File: config.mk
export PLATFORM = sky130hd
export DESIGN_NAME = pipeline_hazard_ctrl
export DESIGN_NICKNAME = d
export VERILOG_FILES = /design/src/rtl/pipeline_hazard_ctrl.sv
export SDC_FILE = /design/constraint.sdc
export NUM_CORES = 1
export LEC_CHECK = 0
export ABC_AREA = 1
export ABC_CLOCK_PERIOD_IN_PS = 1950
export CORE_MARGIN = 2
export CORE_UTILIZATION = 45
export DETAILED_ROUTE_END_ITERATION = 8
export PLACE_DENSITY = 0.81
export SLEW_MARGIN = 30
export SYNTH_ARGS = -nofsm -noshare
export SYNTH_HDL_FRONTEND = slang
export SYNTH_SLANG_ARGS = --single-unit
File: constraint.sdc
create_clock -name clk -period 1.95 [get_ports clk]
set_clock_uncertainty 0.05 [all_clocks]
set_input_delay 0.39 -clock clk [delete_from_list [all_inputs] [get_ports clk]]
set_output_delay 0.39 -clock clk [all_outputs]
set_load 0.005 [all_outputs]
File: src/rtl/pipeline_hazard_ctrl.sv
// pipeline_hazard_ctrl: stall/flush sequencer for the 5-stage pipeline.
// It resolves load-use, MEM-stage redirects and multi-cycle data-memory
// waits, flags memory timeouts and counts cycles in which the PC is held.
module pipeline_hazard_ctrl #(
  parameter int unsigned MAX_WAIT = 8,
  parameter int unsigned CW       = 16
) (
  input  logic          clk,
  input  logic          reset,
  input  logic [4:0]    id_rs1,
  input  logic [4:0]    id_rs2,
  input  logic          id_uses_rs1,
  input  logic          id_uses_rs2,
  input  logic          ex_mem_read,
  input  logic [4:0]    ex_rd,
  input  logic          mem_branch_taken,
  input  logic          mem_jal,
  input  logic          mem_jalr,
  input  logic          mem_req,
  input  logic          mem_ready,
  output logic          pc_en,
  output logic          if_id_en,
  output logic          id_ex_en,
  output logic          ex_mem_en,
  output logic          mem_wb_en,
  output logic          if_id_flush,
  output logic          id_ex_flush,
  output logic          ex_mem_flush,
  output logic          mem_busy,
  output logic          mem_error,
  output logic [CW-1:0] stall_cycles
);

  // Wide enough to hold MAX_WAIT itself; at least one bit.
  localparam int unsigned WW = (MAX_WAIT < 2) ? 1 : $clog2(MAX_WAIT + 1);
  localparam logic [WW-1:0] WAIT_LIMIT = WW'(MAX_WAIT);

  typedef enum logic [1:0] {
    ST_RUN   = 2'd0,
    ST_WAIT  = 2'd1,
    ST_ERROR = 2'd2
  } state_t;

  state_t          state_q, state_d;
  logic [WW-1:0]   wait_cnt_q, wait_cnt_d;
  logic            mem_error_q, mem_error_d;
  logic [CW-1:0]   stall_q, stall_d;

  logic redirect;
  logic load_use;

  // Hazard detection from ID decode and the ID/EX, EX/MEM register outputs.
  always_comb begin
    redirect = mem_branch_taken | mem_jal | mem_jalr;
    load_use = ex_mem_read && (ex_rd != 5'd0) &&
               ((id_uses_rs1 && (id_rs1 == ex_rd)) ||
                (id_uses_rs2 && (id_rs2 == ex_rd)));
  end

  // Next state and enable/flush outputs; freeze wins over redirect over load-use.
  always_comb begin
    state_d      = state_q;
    wait_cnt_d   = wait_cnt_q;
    pc_en        = 1'b0;
    if_id_en     = 1'b0;
    id_ex_en     = 1'b0;
    ex_mem_en    = 1'b0;
    mem_wb_en    = 1'b0;
    if_id_flush  = 1'b0;
    id_ex_flush  = 1'b0;
    ex_mem_flush = 1'b0;

    if (!reset) begin
      // A ready cycle in MEM_WAIT is handled exactly like an unfrozen RUN cycle.
      if ((state_q == ST_RUN && !(mem_req && !mem_ready)) ||
          (state_q == ST_WAIT && mem_ready)) begin
        if (redirect) begin
          pc_en        = 1'b1;
          if_id_en     = 1'b1;
          id_ex_en     = 1'b1;
          ex_mem_en    = 1'b1;
          mem_wb_en    = 1'b1;
          if_id_flush  = 1'b1;
          id_ex_flush  = 1'b1;
          ex_mem_flush = 1'b1;
        end else if (load_use) begin
          // Hold PC and IF/ID, push one bubble into ID/EX.
          id_ex_en     = 1'b1;
          id_ex_flush  = 1'b1;
          ex_mem_en    = 1'b1;
          mem_wb_en    = 1'b1;
        end else begin
          pc_en        = 1'b1;
          if_id_en     = 1'b1;
          id_ex_en     = 1'b1;
          ex_mem_en    = 1'b1;
          mem_wb_en    = 1'b1;
        end
      end

      case (state_q)
        ST_RUN: begin
          if (mem_req && !mem_ready) begin
            state_d    = ST_WAIT;
            wait_cnt_d = WW'(1);
          end
        end
        ST_WAIT: begin
          if (mem_ready) begin
            state_d    = ST_RUN;
            wait_cnt_d = '0;
          end else if (wait_cnt_q == WAIT_LIMIT) begin
            state_d    = ST_ERROR;
          end else begin
            wait_cnt_d = wait_cnt_q + WW'(1);
          end
        end
        ST_ERROR: begin
          state_d = ST_ERROR;
        end
        default: begin
          state_d    = ST_RUN;
          wait_cnt_d = '0;
        end
      endcase
    end
  end

  // Sticky error flag and saturating stall counter updates.
  always_comb begin
    mem_error_d = mem_error_q | (state_d == ST_ERROR);
    stall_d     = stall_q;
    if (!pc_en && !(&stall_q)) begin
      stall_d = stall_q + CW'(1);
    end
  end

  // State registers with synchronous reset.
  always_ff @(posedge clk) begin
    if (reset) begin
      state_q     <= ST_RUN;
      wait_cnt_q  <= '0;
      mem_error_q <= 1'b0;
      stall_q     <= '0;
    end else begin
      state_q     <= state_d;
      wait_cnt_q  <= wait_cnt_d;
      mem_error_q <= mem_error_d;
      stall_q     <= stall_d;
    end
  end

  assign mem_busy     = (state_q == ST_WAIT);
  assign mem_error    = mem_error_q;
  assign stall_cycles = stall_q;

endmodule
## Word level (Yosys, flattened, before mapping)

Index checks and enable logic that the tools add are counted.

- Register bits: 23
- Input port bits: 25
- Output and inout bits: 26
- Logic and storage cells: 58

- Add/subtract/negate cells: 2
- Equal/unequal tests: 8
- Multiplexer cells: 22
- Bitwise logic cells: 4
- Reduce and logical (&&, ||, !) cells: 18

Operators with widths:

| operator | count |
|---|---|
| adder 16 x 1 -> 16 bit (second input constant) | 1 |
| AND reduction 16 bit | 1 |
| 2-to-1 mux 1 bit | 13 |
| 2-to-1 mux 4 bit | 3 |
| one-hot mux 4 bit (3 select lines) | 1 |
| == test 5 bit | 2 |
| logical AND 1 bit | 8 |
| 2-to-1 mux 2 bit | 4 |
| one-hot mux 2 bit (3 select lines) | 1 |
| nonzero test 5 bit | 1 |
| adder 4 x 1 -> 4 bit (second input constant) | 1 |
| == test 2 bit (second input constant) | 2 |
| == test 4 bit (second input constant) | 1 |
| zero test 1 bit | 4 |
| != test 3 bit (second input constant) | 1 |
| bitwise OR 1 bit | 3 |
| AND reduction 3 bit | 1 |
| == test 2 x 1 -> 1 bit (second input constant) | 1 |
| zero test 2 bit | 1 |
| logical OR 1 bit | 2 |
| != test 2 x 1 -> 1 bit (second input constant) | 1 |
| inverter 1 bit | 1 |

## Depth between registers and ports, before layout

Gate-level depths: netlist of run 1.

- Depth after elaboration: 10
- Mapped depth: 12
- Gate-level depth less buffers: 12

## Worst setup path after synthesis of run 1

Ideal clock, no wire load.

- Kind: in2out
- Start point: input reset
- End point: output pc_en
- Arrival: 1.512 ns
- Required time: 1.510 ns
- Path slack: -0.002 ns
- Stages: 6
- Path buffers: 3
- Cell sequence: clkbuf_1 > a21oi_2 > nand2_1 > buf_2 > nand2_1 > buf_4

- Word-level cells in the longest chain between the ends: 1

Ends and longest elaborated chain:

| item | RTL line | text |
|---|---|---|
| start: declaration | 9 | `input logic reset,` |
| 2-to-1 mux 1 bit | -- |  |
| end: declaration | 21 | `output logic pc_en,` |

No other way between the ends.

## Worst setup path after layout of run 1

- Start point: input reset
- End point: output ex_mem_en

- Word-level cells in the longest chain between the ends: 1

Ends and longest elaborated chain:

| item | RTL line | text |
|---|---|---|
| 2-to-1 mux 1 bit | 73 | `if (!reset) begin` |
| end: declaration | 24 | `output logic ex_mem_en,` |

No other way between the ends.

==> results.md, run 1 <==
* Fin Hold WS at about 430 ps
* TritonCTS clock tree: yes
* Avg Vias per Cell at 5.08
* Design area at between 2000 and 2500 um2
* H-tree depth at 1
* Area Overhead vs Synth at 43.4%
* Ports at 51
* Final wirelength at ~4500 um
* DR DRC count at 0
* Avg Cell Area, Syn at between 6 and 7 um2
* Sw Share at 30.3%
* Dpl hpwl at between 3000 and 4000 um
* Max-Slew Margin vs Limit at 75.9%
* Commonest non-fill, non-tap cell in the layout: nand2_1
* Mapped Cells at 250
* Post-synthesis sequential area ratio at roughly 28%
* Ys Warns at 0
* Placed cell count at 351
* Synthesized flop and latch total at 23
* First-pass GRT wire length at 7220 um
* Ys flop type: dfxtp_1
* Final #Nets at between 300 and 400
* WP data required at 1510 ps
* Std cell rows at 22
* GRT Util Overall at between 20% and 30%
* Die area at 4190 um2
* TritonCTS buffer count at 3
* Clock Sinks at 23
* Slew Limit Fails at 0
* Power per cell area at ~460 nW/um2
* Reg clk slew, reported paths at around 90 ps
* Number of synthesized flops with an enable pin at 0
* Ant. Diodes at 0
* Clk network pwr share at 28.5%
* Worst slew pin tran at 358 ps
* Sequential share of power at 45.1%
* Leak pwr at between 1 and 1.5 nW
* Final GP Congestion at roughly 0.84
* Clock latency on the worst-skew pair at roughly 270 ps
* Post-Syn Nets at 278
* Setup violators final at 0
* # port buffers at 50
* First DRT Iteration DRCs at 131
* Initial antenna violation count at 0
* Int Power at 759 uW
* Hold Vio Cnt, Final at 0
* Largest net degree at the start of global routing at 19
* Ys async rst share at 0%
* Cts hold-fix bufs at 0
* P_sw at roughly 330 uW
* Drt first pass iters at 4
* Crit path launch type: input pin
* Combinational power share at between 20% and 30%
* Root Driver: clkbuf_8
* Number of global-route vias before repair at around 1700
* VDD IR max at 0.322 mV
* Grt total ovfl at 0
* Share of post-route cells with drive strength above 1 at 24.8%
* Routed WL per cell at approximately 12 um
* Most frequent cells in the layout: 60 x nand2_1, 30 x inv_1, 27 x nor2_1
* Post-Layout Cell Count at 363
* Core Area at between 3000 and 4000 um2
* Clock Tree Buf Depth at 2
* Via Count at 1845
* Placed Area at ~2200 um2
* Hold Path Class: reg2reg
* Status: finished clean
* F_max at around 0.52 GHz
* Final core utilization at 66.1%
* Critical path class: in2out
* Minimum clock period at around 1900 ps
* Synthesized area at 1660 um2
* Setup crit end kind: output pin
* Die Wd at approximately 65 um
* Crit share post-route at 97.8%
* Post-synth cell types at 29
* Arrival @ worst endpoint at 1470 ps
* RSZ-0062 raised after global routing: true
* Fillcell total at between 300 and 400
* Post-DRT Antenna Nets at 0
* Max-Cap Viols at 0
* Total power at between 1 and 1.5 mW
* Die height at between 60 and 70 um
* Crit-path max FO at 3
* Starting density of the core at 46.1%
worst paths after layout:
check                         from                            to  slack [ps]  cells past startpoint
min           mem_error$_SDFF_PP0_          mem_error$_SDFF_PP0_         430                      2
min reg2reg   mem_error$_SDFF_PP0_          mem_error$_SDFF_PP0_         430                      2
max reg2reg  state_q[0]$_SDFF_PP0_  stall_cycles[1]$_SDFFE_PP0P_         120                     11
max                          reset                     ex_mem_en          40                      5
flip-flops by register name, indices dropped and copies added (netlist names):
signal        flops
mem_error         1
stall_cycles     16
state_q           2
wait_cnt_q        4
cell families after synthesis:
family | count (synthesis) | share of synthesized area, %
and+or+nand+nor | 143 | 41.1
DFF | 23 | 27.7
AOI/OAI and AO/OA | 25 | 10.5
adders and majority gates | 3 | 2.26
xor gates and xnor gates | 12 | 6.33
buffers and inverters | 44 | 12.0
per-stage QoR:
step | worst slack (ps) | setup TNS [ps]
after floorplan | 78.0 | 0
after global placement | -599 | -10330
after detailed placement | -621 | -10880
after CTS | 1.88 | 0
after global routing | -13.5 | -30.9
final | 43.4 | 0
critical path: stages:
cell and delay, ps:
clkdlybuf4s50_1 460, a21oi_4 170, buf_4 140, buf_6 80, dlygate4sd2_1 220
per-layer routing:
layer	GRT usage, %	vias to the layer above	part of all wire, %
met5	0	-	0
met4	9.31	0	1.8
met3	2.95	8	3.2
met2	38.1	42	52
met1	25.7	865	43
li1	-	930	-
cell usage after synthesis (2+ instances only):
cell      number  area, um2
xor2_1         7       61.3
a21oi_1        6       30.0
o21ai_0        4       20.0
clkbuf_1       2       7.51
nand2_2       11       68.8
nand2_4        2       22.5
nand2_1       66        248
nand3_1       10       50.1
inv_1         33        124
buf_2          3       15.0
dfxtp_1       23        460
nor2_1        28        105
buf_4          4       30.0
a21oi_2       10       87.6
nand4_1       18        113
a211oi_1       2       15.0
xnor2_1        5       43.8
ha_1           3       37.5
nor3_1         3       15.0
power by group through the flow:
stage,Sequential [mW],Combinational [mW],Clock (mW)
2_1_floorplan,0.499,0.141,0
3_3_place_gp,0.499,0.258,0
3_5_place_dp,0.500,0.262,0
4_1_cts,0.489,0.261,0.314
5_1_grt,0.492,0.312,0.334
6_report,0.491,0.287,0.311
cell type report:
| cell class | instances | area [um2] | area share (%) |
|---|---|---|---|
| Multi-Input combinational cell | 184 | 1070 | 45.1 |
| Timing Repair Buffer | 70 | 609 | 25.6 |
| Clock inverter | 1 | 5.00 | 0.210 |
| Clock buffer | 3 | 41.3 | 1.73 |
| Sequential cell | 23 | 464 | 19.5 |
| Inverter | 34 | 128 | 5.36 |
| Tap cell | 48 | 60.1 | 2.52 |
what timing repair did:
item / CTS / global route
setup endpoints to repair: 23 / 23
pin swaps: 18 / 6
cloned: 0 / 1
buffers inserted: 5 / 2
resized for setup: 54 / 25
No activity file was read; power rests on OpenSTA's default activity.
==> run 2: changes to the inputs <==
--- a/config.mk
+++ b/config.mk
@@ -7,10 +7,11 @@
 export LEC_CHECK = 0
 export ABC_AREA = 1
 export ABC_CLOCK_PERIOD_IN_PS = 1950
+export CORE_ASPECT_RATIO = 1.4
 export CORE_MARGIN = 2
-export CORE_UTILIZATION = 45
+export CORE_UTILIZATION = 40
 export DETAILED_ROUTE_END_ITERATION = 8
-export PLACE_DENSITY = 0.81
+export PLACE_DENSITY = 0.74
 export SLEW_MARGIN = 30
 export SYNTH_ARGS = -nofsm -noshare
 export SYNTH_HDL_FRONTEND = slang
==> run 2 against run 1 <==
Compared with the run above:
- combinational power is essentially flat
- core utilization shrank 4.9 points
- routed wire length grew 1.6%
- critical path depth grew 1
- register-to-register slack is essentially flat
- largest power group unchanged
==> results.md, run 2 (synthesis results as in run 1) <==
* Share of post-route cells with drive strength above 1 at a little over a quarter
* Largest net degree at the start of global routing at 19
* First-pass GRT wire length at about 7700 um
* Worst slew pin tran at just under 400 ps
* Placed Area at roughly 2300 um2
* Die height at approximately 80 um
* Clock Sinks at 23
* Worst Path Buf+Inv at 5
* Setup violators final at 0
* # port buffers at 50
* TritonCTS clock tree: yes
* RSZ-0062 raised after global routing: true
* Dpl hpwl at roughly 3300 um
* WP data required at 1510 ps
* CP Cell Sequence: inv_2, nand2_2, inv_2, buf_4, buf_4, clkdlybuf4s50_1
* Clock Tree Buf Depth at 2
* Ports at about 50
* Crit share post-route at 97.6%
* Routed WL per cell at about 13 um
* GRT Util Overall at between 20% and 30%
* Final GP Congestion at ~0.85
* Hold Path Class: reg2reg
* Area Overhead vs Synth at 45.6%
* Clock latency on the worst-skew pair at 270 ps
* Placed cell count at ~350
* Critical path class: reg2out
* Post-DRT Antenna Nets at 0
* TritonCTS buffer count at 3
* Final core utilization at approximately three fifths
* Leak pwr at 1.14 nW
* R2R Setup Slk at roughly 110 ps
* Commonest non-fill, non-tap cell in the layout: nand2_1
* Ant. Diodes at 0
* Avg Vias per Cell at between 5 and 6
* Root Driver: clkbuf_8
* Post-Layout Cell Count at ~360
* Minimum clock period at 1900 ps
* Design area at about 2400 um2
* Core Area at 3950 um2
* VDD IR max at just under 0.4 mV
* Initial antenna violation count at 0
* First DRT Iteration DRCs at between 50 and 60
* Cts hold-fix bufs at 0
* Max stage delay on crit path at about 490 ps
* Final wirelength at roughly 4600 um
* Most frequent cells in the layout: 60 x nand2_1, 27 x inv_1, 25 x nor2_1
* Fillcell total at between 300 and 400
* Grt total ovfl at 0
* Crit path launch type: register
* Multi-input gate area at between 1000 and 1500 um2
* Slowest cell on crit path: clkdlybuf4s50_1
* Crit-path max FO at 2
* Max FFs per register at 16
* Via Count at 1847
* Number of global-route vias before repair at 1751
* Slew Limit Fails at 0
* F_max at approximately 0.53 GHz
* Hold Vio Cnt, Final at 0
* Power per cell area at between 400 and 500 nW/um2
* Starting density of the core at between 40% and 50%
* Max-Slew Margin vs Limit at 73.5%
* Die Wd at between 50 and 60 um
* Setup crit end kind: output pin
* Reg clk slew, reported paths at around 90 ps
* Final #Nets at 348
* Max-Cap Viols at 0
* DR DRC count at 0
* Family with the most delay on the worst path: buffers and inverters
* Die area at ~4700 um2
* Std cell rows at 27
* Seq. cell area at roughly 470 um2
* Drt first pass iters at 4
* Arrival @ worst endpoint at between 1000 and 1500 ps
* H-tree depth at 1
* Total negative slack at 0 ps
* Status: finished clean
run 2: cell type report:
cell class / instances / area share, %
Multi-Input combinational cell: 183 / 44.3
Timing Repair Buffer: 75 / 27.0
Sequential cell: 23 / 19.2
Inverter: 34 / 5.38
Tap cell: 43 / 2.22
Clock buffer: 4 / 1.86
run 2: per-stage QoR:
step	worst slack, ps	power (mW)	hold WS [ps]
final	47.5	1.09	411
after global routing	-13.3	1.13	431
after CTS	-114	1.08	412
after detailed placement	-638	0.772	396
after global placement	-610	0.768	399
after floorplan	78.0	0.641	398
run 2: layer usage:
layer | share of wire (%) | vias up | GRT usage, %
met5 | 0 | - | 0
li1 | - | 933 | -
met1 | 40 | 868 | 24.1
met4 | 1.6 | 0 | 7.21
met3 | 2.9 | 8 | 1.45
met2 | 55 | 38 | 38.2
run 2: worst paths after layout:
kind	cells past startpoint	start	endpoint
worst max-delay path	6	state_q[1]$_SDFF_PP0_	mem_busy
worst min-delay path	2	mem_error$_SDFF_PP0_	mem_error$_SDFF_PP0_
worst max register to register	10	state_q[0]$_SDFF_PP0_	stall_cycles[5]$_SDFFE_PP0P_
worst min register to register	2	mem_error$_SDFF_PP0_	mem_error$_SDFF_PP0_
run 2: repair_timing:
action / 4_1_cts / 5_1_grt
gates resized for setup: 57 / 28
endpoints found under the setup margin: 23 / 22
buffers inserted: 5 / 1
pin swaps: 15 / 12
run 2: tightest hold or removal path: stages (launching register included):
cell and delay [ps]:
dfxtp_1 320, nand2_1 60, nand2_1 40
run 2: power breakdown:
part | switching, mW | internal, mW
sequential | 0.00859 | 0.480
clock | 0.164 | 0.146
combinational | 0.151 | 0.135
==> run 3: changes to the inputs <==
--- a/config.mk
+++ b/config.mk
@@ -10,6 +10,7 @@
 export CORE_ASPECT_RATIO = 1.4
 export CORE_MARGIN = 2
 export CORE_UTILIZATION = 40
+export CTS_CLUSTER_DIAMETER = 100
 export DETAILED_ROUTE_END_ITERATION = 8
 export PLACE_DENSITY = 0.74
 export SLEW_MARGIN = 30
==> results of run 3 <==
No change in the layout: final DEF, timing and power equal those of run 2.
